File: src/rtl/sevenseg_scan_pwm_if.sv
// Display bundle between the application logic and the scanned 7-segment controller.
// The master side supplies the characters and display controls; the slave side drives the pins.
interface sevenseg_scan_pwm_if #(
    parameter int NUM_DIGITS = 8
);
    localparam int IDX_W = (NUM_DIGITS > 1) ? $clog2(NUM_DIGITS) : 1;

    logic [5*NUM_DIGITS-1:0] digits;
    logic [NUM_DIGITS-1:0]   dp;
    logic [NUM_DIGITS-1:0]   blink_en;
    logic [3:0]              brightness;
    logic                    enable;
    logic [7:0]              seg;
    logic [NUM_DIGITS-1:0]   an;
    logic                    scan_tick;
    logic [IDX_W-1:0]        digit_idx;

    modport master (
        output digits, dp, blink_en, brightness, enable,
        input  seg, an, scan_tick, digit_idx
    );

    modport slave (
        input  digits, dp, blink_en, brightness, enable,
        output seg, an, scan_tick, digit_idx
    );
endinterface

File: src/rtl/sevenseg_scan_pwm.sv
// Multiplexed 7-segment scanner with a blanking gap at the start of every slot,
// 16-level PWM brightness inside the remaining window and per-digit blinking.
// The character, decimal point and brightness are captured once per slot.
// Anodes and cathodes leave through registers.
module sevenseg_scan_pwm #(
    parameter int NUM_DIGITS           = 8,
    parameter int CLK_FREQUENCY_HZ     = 100000000,
    parameter int REFRESH_FREQUENCY_HZ = 500,
    parameter int BLANK_CYCLES         = 16,
    parameter int BLINK_DIV            = 50,
    parameter int ANODE_ACTIVE_LOW     = 1,
    parameter int SEG_ACTIVE_LOW       = 1,
    parameter int SIMULATE             = 0,
    parameter int SIMULATE_SLOT_LEN    = 40
) (
    input logic               clk,
    input logic               reset,
    sevenseg_scan_pwm_if.slave disp
);
    localparam int SLOT_LEN = (SIMULATE != 0) ? SIMULATE_SLOT_LEN
                                              : CLK_FREQUENCY_HZ / REFRESH_FREQUENCY_HZ;
    localparam int WIN      = SLOT_LEN - BLANK_CYCLES;
    localparam int CNT_W    = (SLOT_LEN > 1) ? $clog2(SLOT_LEN) : 1;
    localparam int IDX_W    = (NUM_DIGITS > 1) ? $clog2(NUM_DIGITS) : 1;
    localparam int SCAN_W   = (BLINK_DIV > 1) ? $clog2(BLINK_DIV) : 1;
    localparam int MUL_W    = $clog2(WIN) + 5;
    // Shared width for slot position vs. window edges, with headroom for the sum.
    localparam int CMP_W    = ((MUL_W > CNT_W) ? MUL_W : CNT_W) + 1;

    localparam logic [CNT_W-1:0]      SLOT_LAST  = CNT_W'(SLOT_LEN - 1);
    localparam logic [IDX_W-1:0]      DIGIT_LAST = IDX_W'(NUM_DIGITS - 1);
    localparam logic [SCAN_W-1:0]     SCAN_LAST  = SCAN_W'(BLINK_DIV - 1);
    localparam logic [MUL_W-1:0]      WIN_M      = MUL_W'(WIN);
    localparam logic [CMP_W-1:0]      WIN_LO     = CMP_W'(BLANK_CYCLES);
    localparam logic [NUM_DIGITS-1:0] AN_OFF     = (ANODE_ACTIVE_LOW != 0) ? {NUM_DIGITS{1'b1}}
                                                                           : {NUM_DIGITS{1'b0}};
    localparam logic [7:0]            SEG_OFF    = (SEG_ACTIVE_LOW != 0) ? 8'hFF : 8'h00;

    // Character generator, bits g..a, 1 = segment lit.
    function automatic logic [6:0] decode_char(input logic [4:0] code);
        logic [6:0] pat;
        case (code)
            5'd0:    pat = 7'h3F;
            5'd1:    pat = 7'h06;
            5'd2:    pat = 7'h5B;
            5'd3:    pat = 7'h4F;
            5'd4:    pat = 7'h66;
            5'd5:    pat = 7'h6D;
            5'd6:    pat = 7'h7D;
            5'd7:    pat = 7'h07;
            5'd8:    pat = 7'h7F;
            5'd9:    pat = 7'h6F;
            5'd10:   pat = 7'h77;
            5'd11:   pat = 7'h7C;
            5'd12:   pat = 7'h39;
            5'd13:   pat = 7'h5E;
            5'd14:   pat = 7'h79;
            5'd15:   pat = 7'h71;
            5'd16:   pat = 7'h01;
            5'd17:   pat = 7'h02;
            5'd18:   pat = 7'h04;
            5'd19:   pat = 7'h08;
            5'd20:   pat = 7'h10;
            5'd21:   pat = 7'h20;
            5'd22:   pat = 7'h40;
            5'd24:   pat = 7'h76;
            5'd25:   pat = 7'h38;
            5'd26:   pat = 7'h77;
            5'd27:   pat = 7'h30;
            5'd28:   pat = 7'h50;
            default: pat = 7'h00;
        endcase
        return pat;
    endfunction

    logic [CNT_W-1:0]      slot_cnt_q,    slot_cnt_d;
    logic [IDX_W-1:0]      digit_idx_q,   digit_idx_d;
    logic [SCAN_W-1:0]     scan_cnt_q,    scan_cnt_d;
    logic                  blink_phase_q, blink_phase_d;
    logic [4:0]            cur_code_q,    cur_code_d;
    logic                  cur_dp_q,      cur_dp_d;
    logic [MUL_W-1:0]      on_len_q,      on_len_d;
    logic [NUM_DIGITS-1:0] an_q,          an_d;
    logic [7:0]            seg_q,         seg_d;
    logic                  scan_tick_q,   scan_tick_d;

    logic                  slot_start_s;
    logic                  slot_wrap_s;
    logic                  digit_wrap_s;
    logic [4:0]            code_sel_s;
    logic                  dp_sel_s;
    logic [MUL_W-1:0]      prod_s;
    logic [MUL_W-1:0]      on_len_sel_s;
    logic [CMP_W-1:0]      slot_ext_s;
    logic [CMP_W-1:0]      win_hi_s;
    logic                  lit_s;
    logic [NUM_DIGITS-1:0] an_int_s;
    logic [7:0]            seg_int_s;

    // Counter chain: slot position, digit index, scan count and blink phase.
    always_comb begin
        slot_wrap_s   = (slot_cnt_q == SLOT_LAST);
        digit_wrap_s  = slot_wrap_s && (digit_idx_q == DIGIT_LAST);
        slot_cnt_d    = slot_cnt_q + CNT_W'(1);
        digit_idx_d   = digit_idx_q;
        scan_cnt_d    = scan_cnt_q;
        blink_phase_d = blink_phase_q;
        if (slot_wrap_s) begin
            slot_cnt_d = '0;
            if (digit_wrap_s) begin
                digit_idx_d = '0;
                if (scan_cnt_q == SCAN_LAST) begin
                    scan_cnt_d    = '0;
                    blink_phase_d = ~blink_phase_q;
                end else begin
                    scan_cnt_d = scan_cnt_q + SCAN_W'(1);
                end
            end else begin
                digit_idx_d = digit_idx_q + IDX_W'(1);
            end
        end else begin
            slot_cnt_d = slot_cnt_q + CNT_W'(1);
        end
    end

    // Slot-start capture; the freshly sampled values are forwarded within the capture cycle.
    always_comb begin
        slot_start_s = (slot_cnt_q == '0);
        prod_s       = WIN_M * MUL_W'({1'b0, disp.brightness} + 5'd1);
        if (slot_start_s) begin
            code_sel_s   = disp.digits[5*digit_idx_q +: 5];
            dp_sel_s     = disp.dp[digit_idx_q];
            on_len_sel_s = prod_s >> 4;
        end else begin
            code_sel_s   = cur_code_q;
            dp_sel_s     = cur_dp_q;
            on_len_sel_s = on_len_q;
        end
        cur_code_d = code_sel_s;
        cur_dp_d   = dp_sel_s;
        on_len_d   = on_len_sel_s;
    end

    // Lit window, anode/cathode patterns and output polarity.
    always_comb begin
        slot_ext_s = CMP_W'(slot_cnt_q);
        win_hi_s   = WIN_LO + CMP_W'(on_len_sel_s);
        lit_s      = disp.enable && (slot_ext_s >= WIN_LO) && (slot_ext_s < win_hi_s)
                     && !(disp.blink_en[digit_idx_q] && blink_phase_q);
        an_int_s   = '0;
        for (int i = 0; i < NUM_DIGITS; i++) begin
            an_int_s[i] = lit_s && (digit_idx_q == IDX_W'(i));
        end
        seg_int_s   = {dp_sel_s, decode_char(code_sel_s)};
        an_d        = (ANODE_ACTIVE_LOW != 0) ? ~an_int_s : an_int_s;
        seg_d       = (SEG_ACTIVE_LOW != 0) ? ~seg_int_s : seg_int_s;
        scan_tick_d = digit_wrap_s;
    end

    // State and output registers; reset aborts any slot in progress.
    always_ff @(posedge clk) begin
        if (reset) begin
            slot_cnt_q    <= '0;
            digit_idx_q   <= '0;
            scan_cnt_q    <= '0;
            blink_phase_q <= 1'b0;
            cur_code_q    <= 5'd0;
            cur_dp_q      <= 1'b0;
            on_len_q      <= '0;
            an_q          <= AN_OFF;
            seg_q         <= SEG_OFF;
            scan_tick_q   <= 1'b0;
        end else begin
            slot_cnt_q    <= slot_cnt_d;
            digit_idx_q   <= digit_idx_d;
            scan_cnt_q    <= scan_cnt_d;
            blink_phase_q <= blink_phase_d;
            cur_code_q    <= cur_code_d;
            cur_dp_q      <= cur_dp_d;
            on_len_q      <= on_len_d;
            an_q          <= an_d;
            seg_q         <= seg_d;
            scan_tick_q   <= scan_tick_d;
        end
    end

    assign disp.an        = an_q;
    assign disp.seg       = seg_q;
    assign disp.scan_tick = scan_tick_q;
    assign disp.digit_idx = digit_idx_q;
endmodule

File: src/flat_wrapper.sv
// flat-port wrapper written by rule: the top's interface ports become plain ports
module sevenseg_scan_pwm_flat 
#(
    parameter int NUM_DIGITS           = 8,
    parameter int CLK_FREQUENCY_HZ     = 100000000,
    parameter int REFRESH_FREQUENCY_HZ = 500,
    parameter int BLANK_CYCLES         = 16,
    parameter int BLINK_DIV            = 50,
    parameter int ANODE_ACTIVE_LOW     = 1,
    parameter int SEG_ACTIVE_LOW       = 1,
    parameter int SIMULATE             = 0,
    parameter int SIMULATE_SLOT_LEN    = 40
)
  (clk, reset, disp_digits, disp_dp, disp_blink_en, disp_brightness, disp_enable, disp_seg, disp_an, disp_scan_tick, disp_digit_idx);
  sevenseg_scan_pwm_if #(.NUM_DIGITS(NUM_DIGITS)) disp_i ();
  input logic clk;
  input logic reset;
  input wire logic [$bits(disp_i.digits)-1:0] disp_digits;
  input wire logic [$bits(disp_i.dp)-1:0] disp_dp;
  input wire logic [$bits(disp_i.blink_en)-1:0] disp_blink_en;
  input wire logic [$bits(disp_i.brightness)-1:0] disp_brightness;
  input wire logic [$bits(disp_i.enable)-1:0] disp_enable;
  output wire logic [$bits(disp_i.seg)-1:0] disp_seg;
  output wire logic [$bits(disp_i.an)-1:0] disp_an;
  output wire logic [$bits(disp_i.scan_tick)-1:0] disp_scan_tick;
  output wire logic [$bits(disp_i.digit_idx)-1:0] disp_digit_idx;
  assign disp_i.digits = disp_digits;
  assign disp_i.dp = disp_dp;
  assign disp_i.blink_en = disp_blink_en;
  assign disp_i.brightness = disp_brightness;
  assign disp_i.enable = disp_enable;
  assign disp_seg = disp_i.seg;
  assign disp_an = disp_i.an;
  assign disp_scan_tick = disp_i.scan_tick;
  assign disp_digit_idx = disp_i.digit_idx;
  sevenseg_scan_pwm #(.NUM_DIGITS(NUM_DIGITS), .CLK_FREQUENCY_HZ(CLK_FREQUENCY_HZ), .REFRESH_FREQUENCY_HZ(REFRESH_FREQUENCY_HZ), .BLANK_CYCLES(BLANK_CYCLES), .BLINK_DIV(BLINK_DIV), .ANODE_ACTIVE_LOW(ANODE_ACTIVE_LOW), .SEG_ACTIVE_LOW(SEG_ACTIVE_LOW), .SIMULATE(SIMULATE), .SIMULATE_SLOT_LEN(SIMULATE_SLOT_LEN)) u_core (.clk(clk), .reset(reset), .disp(disp_i));
endmodule
File: config.mk
export PLATFORM = sky130hd
export DESIGN_NAME = sevenseg_scan_pwm_flat
export DESIGN_NICKNAME = d
export VERILOG_FILES = /design/src/rtl/sevenseg_scan_pwm_if.sv /design/src/rtl/sevenseg_scan_pwm.sv /design/src/flat_wrapper.sv
export SDC_FILE = /design/constraint.sdc
export NUM_CORES = 1
export LEC_CHECK = 0
export CORE_MARGIN = 2
export CORE_UTILIZATION = 45
export DETAILED_ROUTE_END_ITERATION = 10
export PLACE_DENSITY = 0.66
export SKIP_LAST_GASP = 1
export SYNTH_ARGS = -nofsm -noshare
export SYNTH_HDL_FRONTEND = slang
export SYNTH_SLANG_ARGS = --single-unit
File: constraint.sdc
create_clock -name clk -period 20.8 [get_ports clk]
set_clock_uncertainty 0.05 [all_clocks]
set_input_delay 4.16 -clock clk [delete_from_list [all_inputs] [get_ports clk]]
set_output_delay 4.16 -clock clk [all_outputs]
set_load 0.05 [all_outputs]
==> results.toml <==
[power_and_ir_drop]
p_leak_nw = 2.80
p_total_w = 0.000509
powerDensity_nw_per_um2 = 76.5
ir_worst_vdd_uv = 38.0
internal-power_w = 0.000336
p_switching_w = 0.000173
pwr-share-comb = 0.367
clkPwrFrac = 0.323
p_seq_frac = 0.310
netSwitchingFraction = 0.340

[logic_synthesis]
synth_top_area_frac = 0.273
yosysMostFrequentCell = "dfxtp_1"
synth_cells = 609
syn_nets = 743
ys_seq_area_frac = 0.273
syn_avg_cell_area_um2 = 8.90
yosysWarnings = 0
async_flop_share = 0
yosys-top-cells-area = "dfxtp_1 (27%), ha_1 (16%), mux4_2 (5.8%)"
synth-main-ff-cell = "dfxtp_1"
synth_common_cells = "dfxtp_1 (74), ha_1 (70), nor2_1 (70)"
synth_seq_cells = 74
synth_cell_type_count = 64
yosysTopAreaCell = "dfxtp_1"
syn_area_um2 = 5420
synth_enable_flop_cells = 0

[setup_path]
slowest_delay_ns = 0.70
crit_arrival_ns = 10.52
crit_type = "in -> reg"
cp.buffers_inverters = 2
worst_path_max_delay_cell = "a221oi_1"
reg2reg_slack_ns = 15.56
crit_required_ns = 20.94
crit_path_end_kind = "flip-flop"
cp-start-kind = "input pin"
cp_max_fo = 8
cpMostUsedCell = "ha_1"
crit_family = "compound AO/OA/AOI/OAI gates"

[routing]
initialDrtViolationCount = 227
drt_wl_total_mm = 13.0
drtPass1Iterations = 5
drcViolationCount = 0
ant_nets = 0
num_vias = 4735
viasPerCell = 5.69
wl_per_cell_um = 15.6

[global_routing]
antenna_found_initial = 0
grt_max_degree = 41
grt_pass1_vias = 4596
grt_pass1_wl_mm = 21.6
grt_overflow = 0
gr-usage-all-layers = 0.208

[finish]
drive_gt1_frac = 0.0715
fin_nets = 815
fin_area_um2 = 6650
num_antenna_cells = 0
syn_to_final_growth_pct = 22.8

[cts]
post_cts_resized = 0
hold_buffers = 0
cts_tree = "done"
clk_pin_slew_ns = 0.06
clk_path_buf_depth = 2
post_cts_buffers = 0
htree_levels = 3
clock_latency_ns = 0.33
clockRootBuffer = "clkbuf_16"
numCtsBuffers = 9
cts.sinks = 74

[floorplan]
io_pins = 83
chipWidth_um = 114
core_area_um2 = 11900
die_y_um = 114
die_area_um2 = 12900
rows = 40
initial_utilization = 0.457

[sta]
rsz0062_at_grt = "false"
setup_tns_ns = 0
tightest_slew_ns = 1.09
maxSlewViolCount = 0
min_period_ns = 10.38
finalSetupViolCount = 0
fmax_ghz = 0.0963
max_slew_margin = 0.272
fin_crit_sh = 0.499
hold_violations = 0

[placement]
io_buffers = 82
place_area_um2 = 6330
place.gp.congestion = 0.925
dp_hpwl_mm = 10.2

[status]
status = "finished clean"

[hold_path]
hold_class = "reg -> reg"

[run]
drv_cap = 0
-- layout make-up --
class / count / area (µm²)
fillers: 1042 / 5210
multi-input cells: 486 / 3730
flip-flops and latches: 74 / 1480
repair buffers: 85 / 843
clock buffers: 9 / 225
well taps: 147 / 184
inverters: 25 / 93.8
clock inverters: 6 / 91.3
-- flip-flops by register name, summed over array words and instances (netlist names) --
signal                 count
u_core.blink_phase_q       1
u_core.cur_code_q          5
u_core.cur_dp_q            1
u_core.disp.an             8
u_core.disp.digit_idx      3
u_core.disp.scan_tick      1
u_core.disp.seg            8
u_core.on_len_q           23
u_core.scan_cnt_q          6
u_core.slot_cnt_q         18
-- layout by cell type, fill, tap and decap left out, types with 3 or more instances in the layout --
master	synthesis	routed
a211oi_1	4	4
a21o_1	7	7
a21oi_1	25	25
a221oi_1	4	4
a31oi_1	5	5
and2_1	5	5
and3_1	15	15
buf_4	0	3
clkbuf_16	0	9
clkdlybuf4s50_1	0	82
dfxtp_1	74	74
ha_1	70	70
inv_1	24	24
mux2i_1	20	20
mux4_2	14	14
nand2_1	47	47
nand3_1	18	18
nand3b_1	3	3
nand4_1	10	10
nor2_1	70	70
nor2b_1	6	6
nor3_1	21	21
nor3b_1	4	4
nor4_1	7	7
o2111ai_1	3	3
o211ai_1	9	9
o21a_1	4	4
o21ai_0	21	21
o31a_1	5	5
or2_2	4	4
or3_1	3	3
xnor2_1	19	19
xor2_1	28	28
-- per-layer routing --
metal  global-route usage  wire length [µm]
met1                0.256              5770
met2                0.358              6210
met3               0.0462               731
met4               0.0756               298
met5                    0                 0
-- cell families (layout without fill, tap and decap cells) --
group           count (synthesis)  in the layout  share of synthesized area
compound gates                109            109                      0.142
simple gates                  224            224                      0.208
mux                            35             35                     0.0972
xor+xnor                       47             47                     0.0760
buf+inv                        49            125                     0.0376
flops                          74             74                      0.273
fa+ha+maj                      71             71                      0.165
-- per-stage QoR --
| stage | std cells | utilization | hold WS, ns | setup slack (ns) |
|---|---|---|---|---|
| floorplan | 609 | - | 0.399 | 11.30 |
| global placement | 817 | 0.534 | 0.413 | 10.24 |
| detailed placement | 817 | 0.534 | 0.418 | 10.11 |
| CTS | 832 | 0.561 | 0.428 | 10.46 |
| global route | 832 | 0.561 | 0.443 | 9.77 |
| finish | 832 | 0.561 | 0.425 | 10.42 |
-- power by group through the flow --
stage | combinational (W) | clock [W] | sequential, W
2_1_floorplan | 0.000126 | 0 | 0.000171
3_3_place_gp | 0.000183 | 0 | 0.000161
5_1_grt | 0.000206 | 0.000175 | 0.000159
3_5_place_dp | 0.000185 | 0 | 0.000161
4_1_cts | 0.000186 | 0.000168 | 0.000158
6_report | 0.000187 | 0.000164 | 0.000158
-- path summary, 6_finish.rpt --
kind                              from  cells past startpoint                  end
hold / removal     u_core.on_len_q[21]                      1  u_core.on_len_q[21]
setup / recovery    disp_brightness[0]                     25    u_core.disp.an[7]
setup reg to reg  u_core.slot_cnt_q[8]                     15    u_core.disp.an[7]
hold reg to reg    u_core.on_len_q[21]                      1  u_core.on_len_q[21]
Note: power is estimated with default switching activity, not from simulation.
